File: config.mk
export PLATFORM = sky130hd
export DESIGN_NAME = osd_fetch_ctrl
export DESIGN_NICKNAME = d
export VERILOG_FILES = /design/src/rtl/osd_fetch_ctrl.sv
export SDC_FILE = /design/constraint.sdc
export NUM_CORES = 1
export LEC_CHECK = 0
export ABC_CLOCK_PERIOD_IN_PS = 4800
export CORE_ASPECT_RATIO = 1.1
export CORE_UTILIZATION = 55
export DETAILED_ROUTE_END_ITERATION = 12
export GPL_TIMING_DRIVEN = 0
export PLACE_DENSITY = 0.77
export SLEW_MARGIN = 20
export SYNTH_ARGS = -nofsm -noshare
export SYNTH_HDL_FRONTEND = slang
export SYNTH_SLANG_ARGS = --single-unit
File: constraint.sdc
create_clock -name clk -period 4.8 [get_ports clk]
set_input_delay 0.96 -clock clk [delete_from_list [all_inputs] [get_ports clk]]
set_output_delay 0.96 -clock clk [all_outputs]
set_load 0.02 [all_outputs]
File: src/rtl/osd_fetch_ctrl.sv
// OSD line/burst fetch sequencer: clears the OSD FIFO per frame and issues read bursts that fit.
// Optional OSD_PINGPONG_EN alternates frames between cfg_base0 and cfg_base1.
module osd_fetch_ctrl #(
    parameter int ADDR_W     = 32,
    parameter int LEN_W      = 16,
    parameter int LEVEL_W    = 10,
    parameter int FIFO_DEPTH = 512,
    parameter int BURST_LEN  = 64,
    parameter int WORD_BYTES = 4
) (
    input  logic              clk,
    input  logic              rst_n,
    input  logic              enable,
    input  logic              frame_start,
    input  logic [ADDR_W-1:0] cfg_base0,
    input  logic [ADDR_W-1:0] cfg_base1,
    input  logic [ADDR_W-1:0] cfg_stride,
    input  logic [LEN_W-1:0]  cfg_line_words,
    input  logic [LEN_W-1:0]  cfg_lines,
    input  logic [LEVEL_W-1:0] fifo_level,
    output logic              fifo_aclr,
    output logic              rd_cmd_valid,
    input  logic              rd_cmd_ready,
    output logic [ADDR_W-1:0] rd_cmd_addr,
    output logic [LEN_W-1:0]  rd_cmd_len,
    input  logic              rd_done,
    output logic              busy,
    output logic              frame_done,
    output logic              err_overrun,
    output logic              buf_sel,
    output logic [2:0]        dbg_state
);

    // Command handshake: rd_cmd_valid rises with addr/len already stable; all three
    // hold unchanged until the cycle rd_cmd_ready is seen high, then valid drops.
    typedef enum logic [2:0] {
        S_IDLE       = 3'd0,
        S_CLEAR      = 3'd1,
        S_WAIT_SPACE = 3'd2,
        S_CMD        = 3'd3,
        S_WAIT_DONE  = 3'd4
    } state_t;

    localparam logic [LEN_W-1:0] BURST_LEN_L = LEN_W'(BURST_LEN);

    state_t            state;
    logic [ADDR_W-1:0] stride_q;
    logic [ADDR_W-1:0] line_base;
    logic [ADDR_W-1:0] addr;
    logic [LEN_W-1:0]  line_words_q;
    logic [LEN_W-1:0]  lines_q;
    logic [LEN_W-1:0]  words_left;
    logic [LEN_W-1:0]  line;
    logic              clr_cnt;
    logic              restart_pend;

    logic              accept_start;
    logic              start_sel;
    logic [ADDR_W-1:0] start_base;
    logic [LEN_W-1:0]  burst_len;
    logic [31:0]       space_need;
    logic              has_space;
    logic              line_end;
    logic              last_line;
    logic [ADDR_W-1:0] burst_bytes;

    // A frame start is taken from IDLE only when enabled; while busy it always restarts.
    assign accept_start = frame_start && ((state != S_IDLE) || enable);

`ifdef OSD_PINGPONG_EN
    logic next_sel;
    always_ff @(posedge clk or negedge rst_n) begin
        if (!rst_n)
            next_sel <= 1'b0;
        else if (accept_start)
            next_sel <= ~next_sel;
    end
    assign start_sel = next_sel;
`else
    assign start_sel = 1'b0;
`endif

    assign start_base  = start_sel ? cfg_base1 : cfg_base0;
    assign burst_len   = (words_left < BURST_LEN_L) ? words_left : BURST_LEN_L;
    assign space_need  = 32'(fifo_level) + 32'(burst_len);
    assign has_space   = space_need <= 32'(FIFO_DEPTH);
    assign line_end    = (words_left == rd_cmd_len);
    assign last_line   = (({1'b0, line} + (LEN_W+1)'(1)) == {1'b0, lines_q});
    assign burst_bytes = ADDR_W'(rd_cmd_len) * ADDR_W'(WORD_BYTES);
    assign dbg_state   = state;

    // Frame walk context; an aborted frame's final rd_done must not disturb the new frame.
    always_ff @(posedge clk or negedge rst_n) begin
        if (!rst_n) begin
            stride_q     <= '0;
            line_words_q <= '0;
            lines_q      <= '0;
            line_base    <= '0;
            addr         <= '0;
            words_left   <= '0;
            line         <= '0;
            buf_sel      <= 1'b0;
        end else if (accept_start) begin
            stride_q     <= cfg_stride;
            line_words_q <= cfg_line_words;
            lines_q      <= cfg_lines;
            line_base    <= start_base;
            addr         <= start_base;
            words_left   <= cfg_line_words;
            line         <= '0;
            buf_sel      <= start_sel;
        end else if (state == S_WAIT_DONE && rd_done && !restart_pend) begin
            if (line_end) begin
                line       <= line + LEN_W'(1);
                line_base  <= line_base + stride_q;
                addr       <= line_base + stride_q;
                words_left <= line_words_q;
            end else begin
                words_left <= words_left - rd_cmd_len;
                addr       <= addr + burst_bytes;
            end
        end
    end

    always_ff @(posedge clk or negedge rst_n) begin
        if (!rst_n) begin
            state        <= S_IDLE;
            fifo_aclr    <= 1'b0;
            rd_cmd_valid <= 1'b0;
            rd_cmd_addr  <= '0;
            rd_cmd_len   <= '0;
            busy         <= 1'b0;
            frame_done   <= 1'b0;
            err_overrun  <= 1'b0;
            clr_cnt      <= 1'b0;
            restart_pend <= 1'b0;
        end else begin
            frame_done  <= 1'b0;
            err_overrun <= frame_start && (state != S_IDLE);
            case (state)
                S_IDLE: begin
                    if (accept_start) begin
                        state     <= S_CLEAR;
                        busy      <= 1'b1;
                        fifo_aclr <= 1'b1;
                        clr_cnt   <= 1'b0;
                    end
                end
                S_CLEAR: begin
                    if (frame_start) begin
                        clr_cnt <= 1'b0;
                    end else if (!clr_cnt) begin
                        clr_cnt <= 1'b1;
                    end else begin
                        fifo_aclr <= 1'b0;
                        if (lines_q == '0 || line_words_q == '0) begin
                            frame_done <= 1'b1;
                            busy       <= 1'b0;
                            state      <= S_IDLE;
                        end else begin
                            state <= S_WAIT_SPACE;
                        end
                    end
                end
                S_WAIT_SPACE: begin
                    if (frame_start) begin
                        state     <= S_CLEAR;
                        fifo_aclr <= 1'b1;
                        clr_cnt   <= 1'b0;
                    end else if (!enable) begin
                        state <= S_IDLE;
                        busy  <= 1'b0;
                    end else if (has_space) begin
                        state        <= S_CMD;
                        rd_cmd_valid <= 1'b1;
                        rd_cmd_addr  <= addr;
                        rd_cmd_len   <= burst_len;
                    end
                end
                S_CMD: begin
                    if (frame_start)
                        restart_pend <= 1'b1;
                    if (rd_cmd_ready) begin
                        rd_cmd_valid <= 1'b0;
                        state        <= S_WAIT_DONE;
                    end
                end
                S_WAIT_DONE: begin
                    if (rd_done) begin
                        restart_pend <= 1'b0;
                        if (restart_pend || frame_start) begin
                            state     <= S_CLEAR;
                            fifo_aclr <= 1'b1;
                            clr_cnt   <= 1'b0;
                        end else if (line_end && last_line) begin
                            frame_done <= 1'b1;
                            busy       <= 1'b0;
                            state      <= S_IDLE;
                        end else if (!enable) begin
                            busy  <= 1'b0;
                            state <= S_IDLE;
                        end else begin
                            state <= S_WAIT_SPACE;
                        end
                    end else if (frame_start) begin
                        restart_pend <= 1'b1;
                    end
                end
                default: state <= S_IDLE;
            endcase
        end
    end

endmodule

==> results.md <==
- The flow ran to the end, and the final reports show no timing, DRC or antenna violations.
- The launching element type of the critical path is a register.
- The final hold violation count is 0.
- On the final layout, the worst clock skew is 0.01503 ns.
- The count of nets left with antenna violations once routing finished came out at 0.
- The critical path is of the register to register type.
- The most repeated library cell on the critical path is sky130_fd_sc_hd__buf_4.
- In this run the power density over the cells is 667.7 mW/mm2.
- The number of ports placed on the die boundary is 201.
- The worst-case IR drop observed on VDD is 0.0003457 V.
- For this run, the detailed router's first-pass iteration total came to 8.
- Summing all multi-input logic gate instances after layout gives 0.007272 mm2.
- The root buffer selected by CTS is sky130_fd_sc_hd__clkbuf_16.
- Of the cells placed in the final design, the portion with a size suffix greater than 1 is 0.04538.
- The first routing iteration left 1,074 violations.
- Across the run, the number of max-cap violations was 0.
- The width of the die is 149.1 um.
- The fraction of registers with async set/reset is 1.000.
- The highest cell delay on the worst timing path is 0.61 ns.
- Port buffering added 167 buffers.
- The fill cell total of the finished layout is 1,879.
- The final layout contains routed wiring with a total length of 41,950 um.
- Sorting the synthesized cells by area gives the leading types as sky130_fd_sc_hd__dfrtp_1 (42%), sky130_fd_sc_hd__nand2_1 (9.7%), sky130_fd_sc_hd__ha_1 (7.0%), sky130_fd_sc_hd__o21ai_0 (4.1%), sky130_fd_sc_hd__a21oi_1 (3.7%).
- The post-layout total power is 10.79 mW.
- The maximum net fanout on the critical path is 10.
- The period utilization is 0.9510.
- The number of buffer and inverter stages on the critical path is 4.
- The congestion estimate from routability-driven global placement came to 0.9672.
- The data arrival time of the worst path is 4.97 ns.
- STA puts the critical path data required time at 5.21 ns.
- The library cell with the largest summed area after synthesis is sky130_fd_sc_hd__dfrtp_1.
- The number of distinct library cells after synthesis is 69.
- For the finished layout, the period the worst path requires is 4.565 ns.
- The synthesized area per cell is 8.738 um2.
- The share of total power dissipated in the clock network is 0.192.
- The clock input transition at the sequential cells of the worst setup and hold paths is 0.06 ns.
- Setup violations remaining at the end of the flow were counted as 0.
- The worst setup path is captured at a register.
- The pin count of the biggest net entering global routing is 82.
- Using the TritonRoute via totals, the vias-per-cell ratio works out to 6.097.
- The flip-flop and latch area is 0.005455 mm2.
- The switching part of the total power is 0.4349.
- Of the total power, registers draw 0.293.
- For this run, the top clock speed supported by timing is 219.1 MHz.
- Relative to the synthesized area, the layout overhead comes to 23.50%.
- The number of antenna diodes in the final layout is 0.
- TritonCTS created 24 clock buffers.
- The summed instance area of the synthesized netlist is 0.01309 mm2.
- In this run the power spent charging and discharging nets is 4.695 mW.
- Once detailed placement completed, the half-perimeter wirelength came to 31,440 um.
- The vertical die dimension is 163.8 um.
- The instance count of the mapped netlist is 1,498.
- After detailed routing, the average wire length per cell comes to 20.78 um.
- The number of global-route vias before repair came to 12,078.
- The number of warnings reported in the yosys synthesis log is 0.
- The combinational power share is 0.515.
- The post-layout net count is 1,923.
- The count of unresolved DRC violations after routing is 0.
- Counting flops with a built-in enable in the synthesized netlist gives 0.
- The portion of synthesized cell area occupied by the leading cell type is 0.4167.
- TritonCTS built the clock tree.
- For the final routed database, the setup TNS stands at 0 ns.
- For this run the aggregate overflow at the end of global routing stands at 0.
- Across every metal layer, demand over resource in global routing totals 0.3491.
- The worst-skew pair later-pin latency is 0.54 ns.
- In this run the tightest slew margin relative to its limit is 0.3175.
- The floorplan row count is 58.
- The number of vias after detailed routing is 12,310.
- Setup repair after global routing left no endpoint under its margin.
- The internal power contribution is 6.099 mW.
- The worst hold path class is input pin to asynchronous set/reset pin.
- The prevailing post-synth register cell is sky130_fd_sc_hd__dfrtp_1.
- The transition time of the tightest slew-check pin is 1.024 ns.
- The longest clock path from root to sink contains 3 buffers.
- Of the synthesized area, sequential elements account for 0.4167.
- The first global-routing pass estimated 65,210 um of wire.
- The number of flip-flops and latches in the synthesized netlist is 218.
- The initial antenna violation count is 0.
- Traced cell by cell, the critical path runs through or4_1 -> nor4_4 -> buf_4 -> buf_4 -> and2_1 -> ha_1 -> a21o_1 -> a21o_1 -> a21o_1 -> a31oi_1 -> o21ai_0 -> nor3_1 -> o2111ai_2 -> a211oi_4 -> buf_4 -> buf_4 -> mux2_1.
- The max-slew violation count was 0.
- The master of the slowest instance on the critical path is sky130_fd_sc_hd__or4_1.
- The die outline area is 0.02442 mm2.
- For this configuration, the core starts out at a cell density of 0.5672.
- The library cells used most frequently in the layout, excluding fill and tap cells, are sky130_fd_sc_hd__nand2_1 (337), sky130_fd_sc_hd__dfrtp_1 (218), sky130_fd_sc_hd__clkdlybuf4s50_1 (166), sky130_fd_sc_hd__o21ai_0 (107).
- The core footprint is 0.02308 mm2.
- The category of cells accounting for the largest share of critical-path delay is compound AO/OA/AOI/OAI gates.
- The static leakage is 7.329 nW.
- The maximum level of the CTS H-tree is 1.
- The leading cell type in the layout, fill and taps excluded is sky130_fd_sc_hd__nand2_1.
- The sink count of the clock tree is 218.
-- logic make-up (layout without fill, tap and decap cells) --
kind of cell	count (synthesis)	in the layout	share of synthesized area
compound gates	390	390	0.1908
mux	37	37	0.03145
buf+inv	104	322	0.03097
simple gates	579	579	0.1923
xor+xnor	92	92	0.06156
other cells	1	4	0.0002865
flops	218	218	0.4167
fa+ha+maj	77	77	0.07589
-- stage by stage --
stage                 util  setup WS, ns  hold WS, ns  cells  area [um2]
finish              0.7006        0.2354       0.4139   2019       16170
global route        0.7006       0.04185       0.4573   2019       16170
CTS                 0.6991       0.01324       0.4296   2017       16130
detailed placement  0.6590       -0.7743       0.4629   1970       15210
global placement    0.6564        -6.338       0.4625   1968       15150
floorplan                -        0.4792       0.4408   1501       13100
-- Yosys cell counts, types with 7 or more instances --
cell type	n
sky130_fd_sc_hd__and2_1	7
sky130_fd_sc_hd__o22ai_1	16
sky130_fd_sc_hd__a222oi_1	9
sky130_fd_sc_hd__xnor2_1	55
sky130_fd_sc_hd__or4_1	7
sky130_fd_sc_hd__mux2_1	28
sky130_fd_sc_hd__nor4_1	13
sky130_fd_sc_hd__o21a_1	8
sky130_fd_sc_hd__nand4_1	15
sky130_fd_sc_hd__o211ai_1	19
sky130_fd_sc_hd__clkbuf_1	53
sky130_fd_sc_hd__o31ai_1	11
sky130_fd_sc_hd__a31oi_1	14
sky130_fd_sc_hd__o21ai_0	107
sky130_fd_sc_hd__dfrtp_1	218
sky130_fd_sc_hd__a21oi_1	97
sky130_fd_sc_hd__nand2b_1	11
sky130_fd_sc_hd__a211oi_1	9
sky130_fd_sc_hd__nand2_1	337
sky130_fd_sc_hd__ha_1	73
sky130_fd_sc_hd__and3_1	8
sky130_fd_sc_hd__nor3_1	20
sky130_fd_sc_hd__a21o_1	32
sky130_fd_sc_hd__inv_1	41
sky130_fd_sc_hd__nand3_1	26
sky130_fd_sc_hd__xor2_1	37
sky130_fd_sc_hd__nor2_1	99
sky130_fd_sc_hd__nor2b_1	14
sky130_fd_sc_hd__a22oi_1	7
-- sequential cells by signal, indices dropped and copies added (netlist names), 3 cells and up --
| name | cells |
|---|---|
| addr | 32 |
| dbg_state | 3 |
| line | 16 |
| line_base | 32 |
| line_words_q | 16 |
| lines_q | 16 |
| rd_cmd_addr | 32 |
| rd_cmd_len | 16 |
| stride_q | 32 |
| words_left | 16 |
-- power groups by stage --
stage / clock network, mW / logic, mW / registers [mW]
4_1_cts: 2.06 / 5.47 / 3.14
3_3_place_gp: 0 / 5.29 / 3.15
3_5_place_dp: 0 / 5.42 / 3.16
2_1_floorplan: 0 / 3.65 / 3.14
6_report: 2.07 / 5.56 / 3.16
5_1_grt: 2.15 / 6.12 / 3.22
-- worst paths after layout --
path                                            start                           to  slack [ns]  depth (start not counted)
hold reg to reg              stride_q[30]$_DFFE_PN0P_     stride_q[30]$_DFFE_PN0P_        0.48                          2
hold / removal                                  rst_n      stride_q[0]$_DFFE_PN0P_        0.41                          1
max in group asynchronous                       rst_n      lines_q[14]$_DFFE_PN0P_        3.24                          3
setup reg to reg           words_left[12]$_DFFE_PN0P_  rd_cmd_addr[20]$_DFFE_PN0P_        0.24                         17
min in group clk             stride_q[30]$_DFFE_PN0P_     stride_q[30]$_DFFE_PN0P_        0.48                          2
setup / recovery           words_left[12]$_DFFE_PN0P_  rd_cmd_addr[20]$_DFFE_PN0P_        0.24                         17
-- layer usage --
| layer | global-route usage | part of all wire | vias to the layer above |
|---|---|---|---|
| met5 | 0 | 0 | - |
| met4 | 0.1442 | 0.041 | 0 |
| met3 | 0.06389 | 0.090 | 127 |
| met2 | 0.5632 | 0.46 | 586 |
| met1 | 0.4625 | 0.41 | 5879 |
| li1 | - | - | 5718 |
-- area by class of cell --
type                       count  area share
timing repair buffer         175      0.1099
multi-input combinational   1179      0.4498
clock inverter                14     0.01292
tap                          300     0.02322
inverter                      41    0.009519
sequential                   218      0.3374
buffer                        63     0.01571
clock buffer                  29     0.04148
-- repair_timing --
item,CTS,global route
hold buffers,0,0
endpoints found under the setup margin,49,48
cloned,0,0
pin swaps,1,1
resized for setup,2,8
setup buffers,4,2
No activity file was read; power rests on OpenSTA's default activity.
